--- src/rtl/seq_multiplier_if.sv ---
// Operand/result handshake bundle for seq_multiplier.
// The master side produces operands and consumes the product; the slave is the multiplier.
interface seq_multiplier_if #(
  parameter int A_WIDTH = 8,
  parameter int B_WIDTH = 8
);
  logic                       in_valid;
  logic                       in_ready;
  logic [A_WIDTH-1:0]         a;
  logic [B_WIDTH-1:0]         b;
  logic                       out_valid;
  logic                       out_ready;
  logic [A_WIDTH+B_WIDTH-1:0] product;
  logic                       busy;

  modport master (
    output in_valid, a, b, out_ready,
    input  in_ready, out_valid, product, busy
  );

  modport slave (
    input  in_valid, a, b, out_ready,
    output in_ready, out_valid, product, busy
  );
endinterface

--- src/rtl/seq_multiplier.sv ---
// Iterative radix-2 shift-add multiplier with valid/ready on both sides.
// One operation in flight; fixed latency of B_WIDTH iterations; full-width product.
// In signed mode the magnitudes are multiplied and the result is negated on entry to DONE.
module seq_multiplier #(
  parameter int A_WIDTH = 8,
  parameter int B_WIDTH = 8,
  parameter int SIGNED  = 0
) (
  input logic             clk,
  input logic             rst_n,
  seq_multiplier_if.slave mul_if
);

  localparam int P_WIDTH = A_WIDTH + B_WIDTH;
  localparam int C_WIDTH = $clog2(B_WIDTH + 1);

  typedef enum logic [1:0] {
    IDLE = 2'd0,
    BUSY = 2'd1,
    DONE = 2'd2
  } state_t;

  state_t               state_q, state_d;
  logic [C_WIDTH-1:0]   cnt_q, cnt_d;
  logic [P_WIDTH-1:0]   acc_q, acc_d;
  logic [P_WIDTH-1:0]   mcand_q, mcand_d;
  logic [B_WIDTH-1:0]   mplier_q, mplier_d;
  logic                 sign_q, sign_d;

  logic [A_WIDTH-1:0]   a_mag;
  logic [B_WIDTH-1:0]   b_mag;
  logic                 sign_in;
  logic [P_WIDTH-1:0]   sum;

  // Operand conditioning: magnitudes and result sign in signed mode, pass-through otherwise.
  // Magnitudes are unsigned A_WIDTH/B_WIDTH values, so the most negative input maps exactly.
  generate
    if (SIGNED != 0) begin : g_signed
      assign a_mag   = mul_if.a[A_WIDTH-1] ? (~mul_if.a + A_WIDTH'(1)) : mul_if.a;
      assign b_mag   = mul_if.b[B_WIDTH-1] ? (~mul_if.b + B_WIDTH'(1)) : mul_if.b;
      assign sign_in = mul_if.a[A_WIDTH-1] ^ mul_if.b[B_WIDTH-1];
    end else begin : g_unsigned
      assign a_mag   = mul_if.a;
      assign b_mag   = mul_if.b;
      assign sign_in = 1'b0;
    end
  endgenerate

  // State and datapath registers.
  // NOTE: every register, datapath included, has a defined reset value so that a reset
  // mid-operation leaves nothing behind that could surface as a stale product.
  always_ff @(posedge clk or negedge rst_n) begin
    if (!rst_n) begin
      state_q  <= IDLE;
      cnt_q    <= '0;
      acc_q    <= '0;
      mcand_q  <= '0;
      mplier_q <= '0;
      sign_q   <= 1'b0;
    end else begin
      // NOTE: non-blocking assignments so all registers update from pre-edge values.
      state_q  <= state_d;
      cnt_q    <= cnt_d;
      acc_q    <= acc_d;
      mcand_q  <= mcand_d;
      mplier_q <= mplier_d;
      sign_q   <= sign_d;
    end
  end

  // Next-state and datapath update: capture in IDLE, one shift-add step per BUSY cycle,
  // hold in DONE until the consumer takes the product.
  always_comb begin
    // NOTE: hold-by-default assignments first so no path through the case infers a latch.
    state_d  = state_q;
    cnt_d    = cnt_q;
    acc_d    = acc_q;
    mcand_d  = mcand_q;
    mplier_d = mplier_q;
    sign_d   = sign_q;
    sum      = acc_q + (mplier_q[0] ? mcand_q : '0);

    unique case (state_q)
      IDLE: begin
        if (mul_if.in_valid) begin
          mcand_d  = P_WIDTH'(a_mag);
          mplier_d = b_mag;
          acc_d    = '0;
          cnt_d    = C_WIDTH'(B_WIDTH);
          sign_d   = sign_in;
          state_d  = BUSY;
        end
      end
      BUSY: begin
        acc_d    = sum;
        mcand_d  = mcand_q << 1;
        mplier_d = mplier_q >> 1;
        cnt_d    = cnt_q - C_WIDTH'(1);
        if (cnt_q == C_WIDTH'(1)) begin
          state_d = DONE;
          // Two's complement of zero is zero, so a zero product never turns nonzero here.
          if (sign_q) acc_d = ~sum + P_WIDTH'(1);
        end
      end
      DONE: begin
        if (mul_if.out_ready) state_d = IDLE;
      end
      default: state_d = IDLE;
    endcase
  end

  // Handshake outputs decode directly from the registered state; product is the accumulator.
  assign mul_if.in_ready  = (state_q == IDLE);
  assign mul_if.out_valid = (state_q == DONE);
  assign mul_if.busy      = (state_q != IDLE);
  assign mul_if.product   = acc_q;

endmodule
--- src/flat_wrapper.sv ---
// flat-port wrapper written by rule: the top's interface ports become plain ports
module seq_multiplier_flat 
#(
  parameter int A_WIDTH = 8,
  parameter int B_WIDTH = 8,
  parameter int SIGNED  = 0
)
  (clk, rst_n, mul_if_in_valid, mul_if_a, mul_if_b, mul_if_out_ready, mul_if_in_ready, mul_if_out_valid, mul_if_product, mul_if_busy);
  seq_multiplier_if #(.A_WIDTH(A_WIDTH), .B_WIDTH(B_WIDTH)) mul_if_i ();
  input logic clk;
  input logic rst_n;
  input wire logic [$bits(mul_if_i.in_valid)-1:0] mul_if_in_valid;
  input wire logic [$bits(mul_if_i.a)-1:0] mul_if_a;
  input wire logic [$bits(mul_if_i.b)-1:0] mul_if_b;
  input wire logic [$bits(mul_if_i.out_ready)-1:0] mul_if_out_ready;
  output wire logic [$bits(mul_if_i.in_ready)-1:0] mul_if_in_ready;
  output wire logic [$bits(mul_if_i.out_valid)-1:0] mul_if_out_valid;
  output wire logic [$bits(mul_if_i.product)-1:0] mul_if_product;
  output wire logic [$bits(mul_if_i.busy)-1:0] mul_if_busy;
  assign mul_if_i.in_valid = mul_if_in_valid;
  assign mul_if_i.a = mul_if_a;
  assign mul_if_i.b = mul_if_b;
  assign mul_if_i.out_ready = mul_if_out_ready;
  assign mul_if_in_ready = mul_if_i.in_ready;
  assign mul_if_out_valid = mul_if_i.out_valid;
  assign mul_if_product = mul_if_i.product;
  assign mul_if_busy = mul_if_i.busy;
  seq_multiplier #(.A_WIDTH(A_WIDTH), .B_WIDTH(B_WIDTH), .SIGNED(SIGNED)) u_core (.clk(clk), .rst_n(rst_n), .mul_if(mul_if_i));
endmodule
--- config.mk ---
export PLATFORM = sky130hd
export DESIGN_NAME = seq_multiplier_flat
export DESIGN_NICKNAME = d
export VERILOG_FILES = /design/src/rtl/seq_multiplier_if.sv /design/src/rtl/seq_multiplier.sv /design/src/flat_wrapper.sv
export SDC_FILE = /design/constraint.sdc
export NUM_CORES = 1
export LEC_CHECK = 0
export BUFFER_PORTS_ARGS = -buffer_cell sky130_fd_sc_hd__buf_2
export CAP_MARGIN = 5
export CELL_PAD_IN_SITES_DETAIL_PLACEMENT = 1
export CELL_PAD_IN_SITES_GLOBAL_PLACEMENT = 1
export CORE_MARGIN = 2
export CORE_UTILIZATION = 39
export CTS_BUF_LIST = sky130_fd_sc_hd__clkbuf_16
export DETAILED_ROUTE_END_ITERATION = 7
export PLACE_DENSITY = 0.73
export SYNTH_ARGS = -nofsm -noshare
export SYNTH_HDL_FRONTEND = slang
export SYNTH_SLANG_ARGS = --single-unit
--- constraint.sdc ---
create_clock -name clk -period 2.3 [get_ports clk]
set_clock_uncertainty 0.2 [all_clocks]
set_input_delay 0.23 -clock clk [delete_from_list [all_inputs] [get_ports clk]]
set_output_delay 0.23 -clock clk [all_outputs]
set_load 0.03 [all_outputs]
==> impl_metrics.toml, run 1 <==
[power_and_ir_drop]
p_sw_mw = 1.734
power.share.clock_pct = 17.4
power_mw = 4.109
ir_drop_mv = 0.4167
p_int_mw = 2.375
p_seq_share_pct = 33.7
p_comb_share_pct = 48.9
p_sw_share_pct = 42.21
p_leak_nw = 1.815
power.density_nw_per_um2 = 1104

[die]
die_h_um = 87.48
rows = 30
die-width_um = 87.48
core_area_um2 = 6756
initial_core_util_pct = 40.22
dieArea_um2 = 7652
pin_count = 39

[synthesis]
synth_nets = 329
synth_top_cell_area_share_pct = 42.36
ys.flop_type = "dfrtp_1"
synth_area_leaders = "dfrtp_1 (42%), ha_1 (7.8%), o21ai_0 (6.1%)"
avgSynthCellArea_um2 = 9.339
synth_edf_count = 0
syn_inst = 291
synth.largest_area_cell = "dfrtp_1"
synth.distinct_cells = 41
ys_seq_area_share_pct = 42.36
ys_ff_latch = 46
synthesis.area_um2 = 2718
synth_commonest_cells = "dfrtp_1 (46), nand2_1 (38), o21ai_0 (33)"
yosysWarnings = 0
synth.most_common_cell = "dfrtp_1"
async_reset_ff_share_pct = 100.0

[setup_path]
arrival_ns = 2.49
cp.required_ns = 2.28
critPathMaxFanout = 6
start_kind = "flop"
cp-end-kind = "flop"
crit_type = "reg2reg"

[timing]
period_needed_ns = 2.513
setup_viol = 9
fmax_ghz = 0.3979
fin_ws_ns = -0.2133
fin_crit_sh_pct = 109.3
max_slew_margin_pct = 48.14
worst_pin_slew_ns = 0.7773
slew_viol_final = 0
hold_viol_final = 0
rsz0062_at_grt = "true"

[placement]
dp_hpwl_mm = 5.428
port_buffers = 38
pre_cts_ws_ns = -0.2414
place_congestion = 0.8892

[grt]
grt_max_degree = 38
antenna_found_initial = 0
grt_usage_pct = 23.11
grt_pass1_vias = 2704
overflow = 0
grt_pass1_wl_mm = 13.61

[cts]
clkTransAtPathRegs_ns = 0.06
cts_buffers = 5
clock_latency_ns = 0.29
clock-root-buffer = "clkbuf_16"
clock_tree.buffer_depth = 2
clock-sinks = 46
htreeDepth = 2
tritoncts = "built"

[layout]
fillerInstances = 781
layout-drive-gt1-share_pct = 37.00
diodes = 0
fin_nets = 410
syn_to_final_growth_pct = 37.02

[drt]
ant_nets = 0
first_iter_violations = 107
vias_per_cell = 5.479
first_pass_iters = 4
via_count = 2482
wl_per_cell_um = 18.86
wl_mm = 8.542
drc = 0

[outcome]
violations = "negative setup slack"
status = "finished with violations"

[hold_path]
min_path_type = "in2reg"

[run]
maxCapViolCount = 0
-- final timing paths --
kind / start / to / slack [ns] / cells after the start
setup / recovery: u_core.mplier_q[0] / u_core.mul_if.product[10] / -0.21 / 12
hold / removal: mul_if_a[0] / u_core.mcand_q[0] / 0.05 / 3
setup reg to reg: u_core.mplier_q[0] / u_core.mul_if.product[10] / -0.21 / 12
max in group asynchronous: rst_n / u_core.mul_if.product[0] / 1.14 / 3
hold reg to reg: u_core.mplier_q[1] / u_core.mplier_q[1] / 0.29 / 2
min in group asynchronous: rst_n / u_core.mul_if.product[5] / 0.23 / 2
-- repair_timing --
| action | CTS | global route |
|---|---|---|
| pin swaps | 24 | 20 |
| gates cloned | 0 | 0 |
| endpoints found under the setup margin | 9 | 12 |
| hold buffers | 1 | 0 |
| setup buffers | 13 | 6 |
| resized for setup | 31 | 14 |
| hold endpoints to repair | 18 | 0 |
-- worst max-delay path: stages (launching register included) --
cell and delay, ns:
dfrtp_2 0.43, and2_4 0.19, ha_4 0.14, inv_2 0.05, fa_2 0.34, nor2b_2 0.15
o21ai_1 0.08, nand2b_1 0.14, a21oi_2 0.09, o211ai_2 0.25, buf_4 0.16, xnor2_2 0.10
o21ai_1 0.08
-- sequential cells by signal, indices dropped and copies added (netlist names) --
register               cells
u_core.mul_if.product     16
u_core.mplier_q            8
u_core.mcand_q            16
u_core.cnt_q               4
u_core.state_q             2
-- stage by stage --
step	hold WS [ns]	setup TNS, ns	util [%]	std cells	area (um^2)
after CTS	0.04051	-0.7883	53.96	449	3646
final	0.04533	-1.408	55.11	453	3724
after global routing	0.05969	-2.295	55.11	453	3724
after global placement	0.009357	-0.7976	48.00	427	3243
after detailed placement	0.01949	-1.436	48.00	427	3243
after floorplan	-0.2656	-0.09313	-	291	2759
-- cell type report --
class	count	area [um^2]	area share [%]
clock buffers	5	125.1	3.360
flip-flops and latches	46	1154	30.98
multi-input cells	222	1710	45.93
inverters	9	33.78	0.9073
well taps	80	100.1	2.688
repair buffers	88	584.3	15.69
clock inverters	3	16.27	0.4368
-- routing by layer --
metal  track usage (%)  up-vias  share of wire, %
met5                 0        -                 0
met4             8.811        0               2.8
met3             3.697       20               2.8
met2             40.43       55                52
met1             28.38     1227                42
li1                  -     1180                 -
-- logic make-up after synthesis --
group	Yosys count	share of synthesized area, %
compound gates	89	20.81
xor+xnor	13	4.190
fa+ha+maj	18	8.563
buf+inv	23	3.177
flops	46	42.36
mux	1	0.4143
simple gates	101	20.49
-- power groups by stage --
stage | clock network (mW) | logic (mW) | registers (mW)
after global placement | 0 | 1.68 | 1.34
after global routing | 0.766 | 2.20 | 1.42
after CTS | 0.722 | 1.91 | 1.37
final | 0.715 | 2.01 | 1.39
after detailed placement | 0 | 1.76 | 1.36
after floorplan | 0 | 0.972 | 1.47
-- layout by cell type (no fill, tap or decap), drive strengths merged, types with 9 or more instances in the layout --
| cell type | count |
|---|---|
| nand2 | 38 |
| dfrtp | 46 |
| and3b | 14 |
| a22o | 11 |
| and2 | 16 |
| inv | 9 |
| a21oi | 25 |
| buf | 87 |
| o21ai | 36 |
| ha | 17 |
Note: power is estimated with default switching activity, not from simulation.
==> run 2, diff against run 1 <==
--- a/config.mk
+++ b/config.mk
@@ -17,3 +17,4 @@
 export SYNTH_ARGS = -nofsm -noshare
 export SYNTH_HDL_FRONTEND = slang
 export SYNTH_SLANG_ARGS = --single-unit
+export TNS_END_PERCENT = 1
==> impl_metrics.toml, run 2 (same netlist as run 1, synthesis figures left out) <==
[drt]
via_count = 2373
drc = 0
first_pass_iters = 4
first_iter_violations = 87
wl_mm = 7.762
wl_per_cell_um = 17.29
ant_nets = 0
vias_per_cell = 5.285

[placement]
place_congestion = 0.8813
dpl.cell_count = 429
dp_hpwl_mm = 5.174
placed_area_um2 = 3252
port_buffers = 38

[outcome]
violations = "negative setup slack"
status = "finished with violations"

[timing]
holdWs_ns = 0.02760
period_needed_ns = 2.539
worst_pin_slew_ns = 0.9071
max_slew_margin_pct = 39.48
hold_viol_final = 0
setup_viol = 10
fmax_ghz = 0.3939
slew_viol_final = 0
rsz0062_at_grt = "true"
fin_ws_ns = -0.2388
fin_crit_sh_pct = 110.4

[cts]
clock_tree.buffer_depth = 2
clock-sinks = 46
cts_buffers = 5
htreeDepth = 2
clock_latency_ns = 0.29
tritoncts = "built"
clkTransAtPathRegs_ns = 0.06
clock-root-buffer = "clkbuf_16"

[grt]
overflow = 0
grt_pass1_wl_mm = 12.27
grt_usage_pct = 20.58
grt_max_degree = 38
grt_pass1_vias = 2516
antenna_found_initial = 0

[setup_path]
r2r_end = "u_core.mul_if.product[12]"
rr_worst_depth = 12
rr_startpoint = "u_core.mplier_q[0]"
start_kind = "flop"
arrival_ns = 2.51
cp-end-kind = "flop"
cp.required_ns = 2.28
crit_type = "reg2reg"
critPathMaxFanout = 7
ff2ff_setup_slack_ns = -0.24

[layout]
final_core_util_pct = 53.93
final_cell_mix = "dfrtp_1 (44), buf_4 (43), buf_2 (38), nand2_1 (36), o21ai_0 (26)"
stdcell_area_um2 = 3643
diodes = 0
layout-drive-gt1-share_pct = 33.88
final_common_cell = "dfrtp_1"
fin_nets = 406
syn_to_final_growth_pct = 34.07
final_cells = 449

[die]
pin_count = 39
initial_core_util_pct = 40.22
die-width_um = 87.48
core_area_um2 = 6756
dieArea_um2 = 7652
rows = 30
die_h_um = 87.48

[hold_path]
min_delay_path_depth = 3
min_path_type = "in2reg"
min-delay-start = "mul_if_b[7]"
min_to = "u_core.mplier_q[7]"

[run]
maxCapViolCount = 0

[power_and_ir_drop]
p_leak_nw = 1.789
power.density_nw_per_um2 = 1132
power_mw = 4.123
ir_drop_mv = 0.5805
-- run 2: metal layers --
| metal | track usage (%) | routed length, um | vias to the layer above |
|---|---|---|---|
| met1 | 27.18 | 3562 | 1144 |
| met4 | 6.993 | 168 | 0 |
| met2 | 34.23 | 3791 | 41 |
| met3 | 3.223 | 240 | 13 |
| li1 | - | - | 1175 |
| met5 | 0 | 0 | - |
-- run 2: repair_timing --
item | CTS | global route
pin swaps | 14 | 16
setup buffers | 6 | 5
hold buffers | 1 | 0
hold endpoints to repair | 46 | 0
setup endpoints to repair | 9 | 12
gates resized for setup | 15 | 17
-- run 2: stage by stage --
stage                     worst slack [ns]  setup TNS, ns
after global routing               -0.3751         -3.187
after global placement             -0.1648        -0.8063
after CTS                          -0.1806        -0.9228
final                              -0.2388         -1.737
after detailed placement           -0.2315         -1.475
after floorplan                   -0.06125        -0.1973
-- run 2: critical path, cell delays in order, from the launching register on --
cell and delay [ns]:
dfrtp_2 0.44, and2_4 0.16, ha_4 0.16, inv_4 0.06, fa_2 0.23, nor2b_2 0.05, o21ai_1 0.16, nand2b_1 0.13
a21oi_2 0.17, o211ai_2 0.15, o31ai_2 0.29, xor2_1 0.17, o21ai_1 0.08
-- run 2: how the worst max path moves through the flow --
stage / from / depth (start not counted) / endpoint
2_1_floorplan: u_core.mplier_q[0] / 12 / u_core.mul_if.product[7]
6_report: u_core.mplier_q[0] / 12 / u_core.mul_if.product[12]
3_3_place_gp: u_core.mplier_q[0] / 12 / u_core.mul_if.product[12]
4_1_cts: u_core.mplier_q[0] / 11 / u_core.mul_if.product[15]
3_5_place_dp: u_core.mplier_q[0] / 12 / u_core.mul_if.product[8]
5_1_grt: u_core.mplier_q[0] / 12 / u_core.mul_if.product[11]
-- run 2: power by group --
part / leakage (nW) / internal [mW] / switching (mW) / total [mW]
Clock: 0.0812 / 0.509 / 0.327 / 0.836
Sequential: 0.599 / 1.10 / 0.259 / 1.36
Combinational: 1.11 / 0.858 / 1.07 / 1.93
-- run 2: layout make-up --
type / instances / area (um^2)
fill: 784 / 3113
inverter: 9 / 36.28
clock buffer: 5 / 125.1
tap: 80 / 100.1
clock inverter: 3 / 41.29
multi-input combinational: 222 / 1633
timing repair buffer: 84 / 554.3
sequential: 46 / 1154
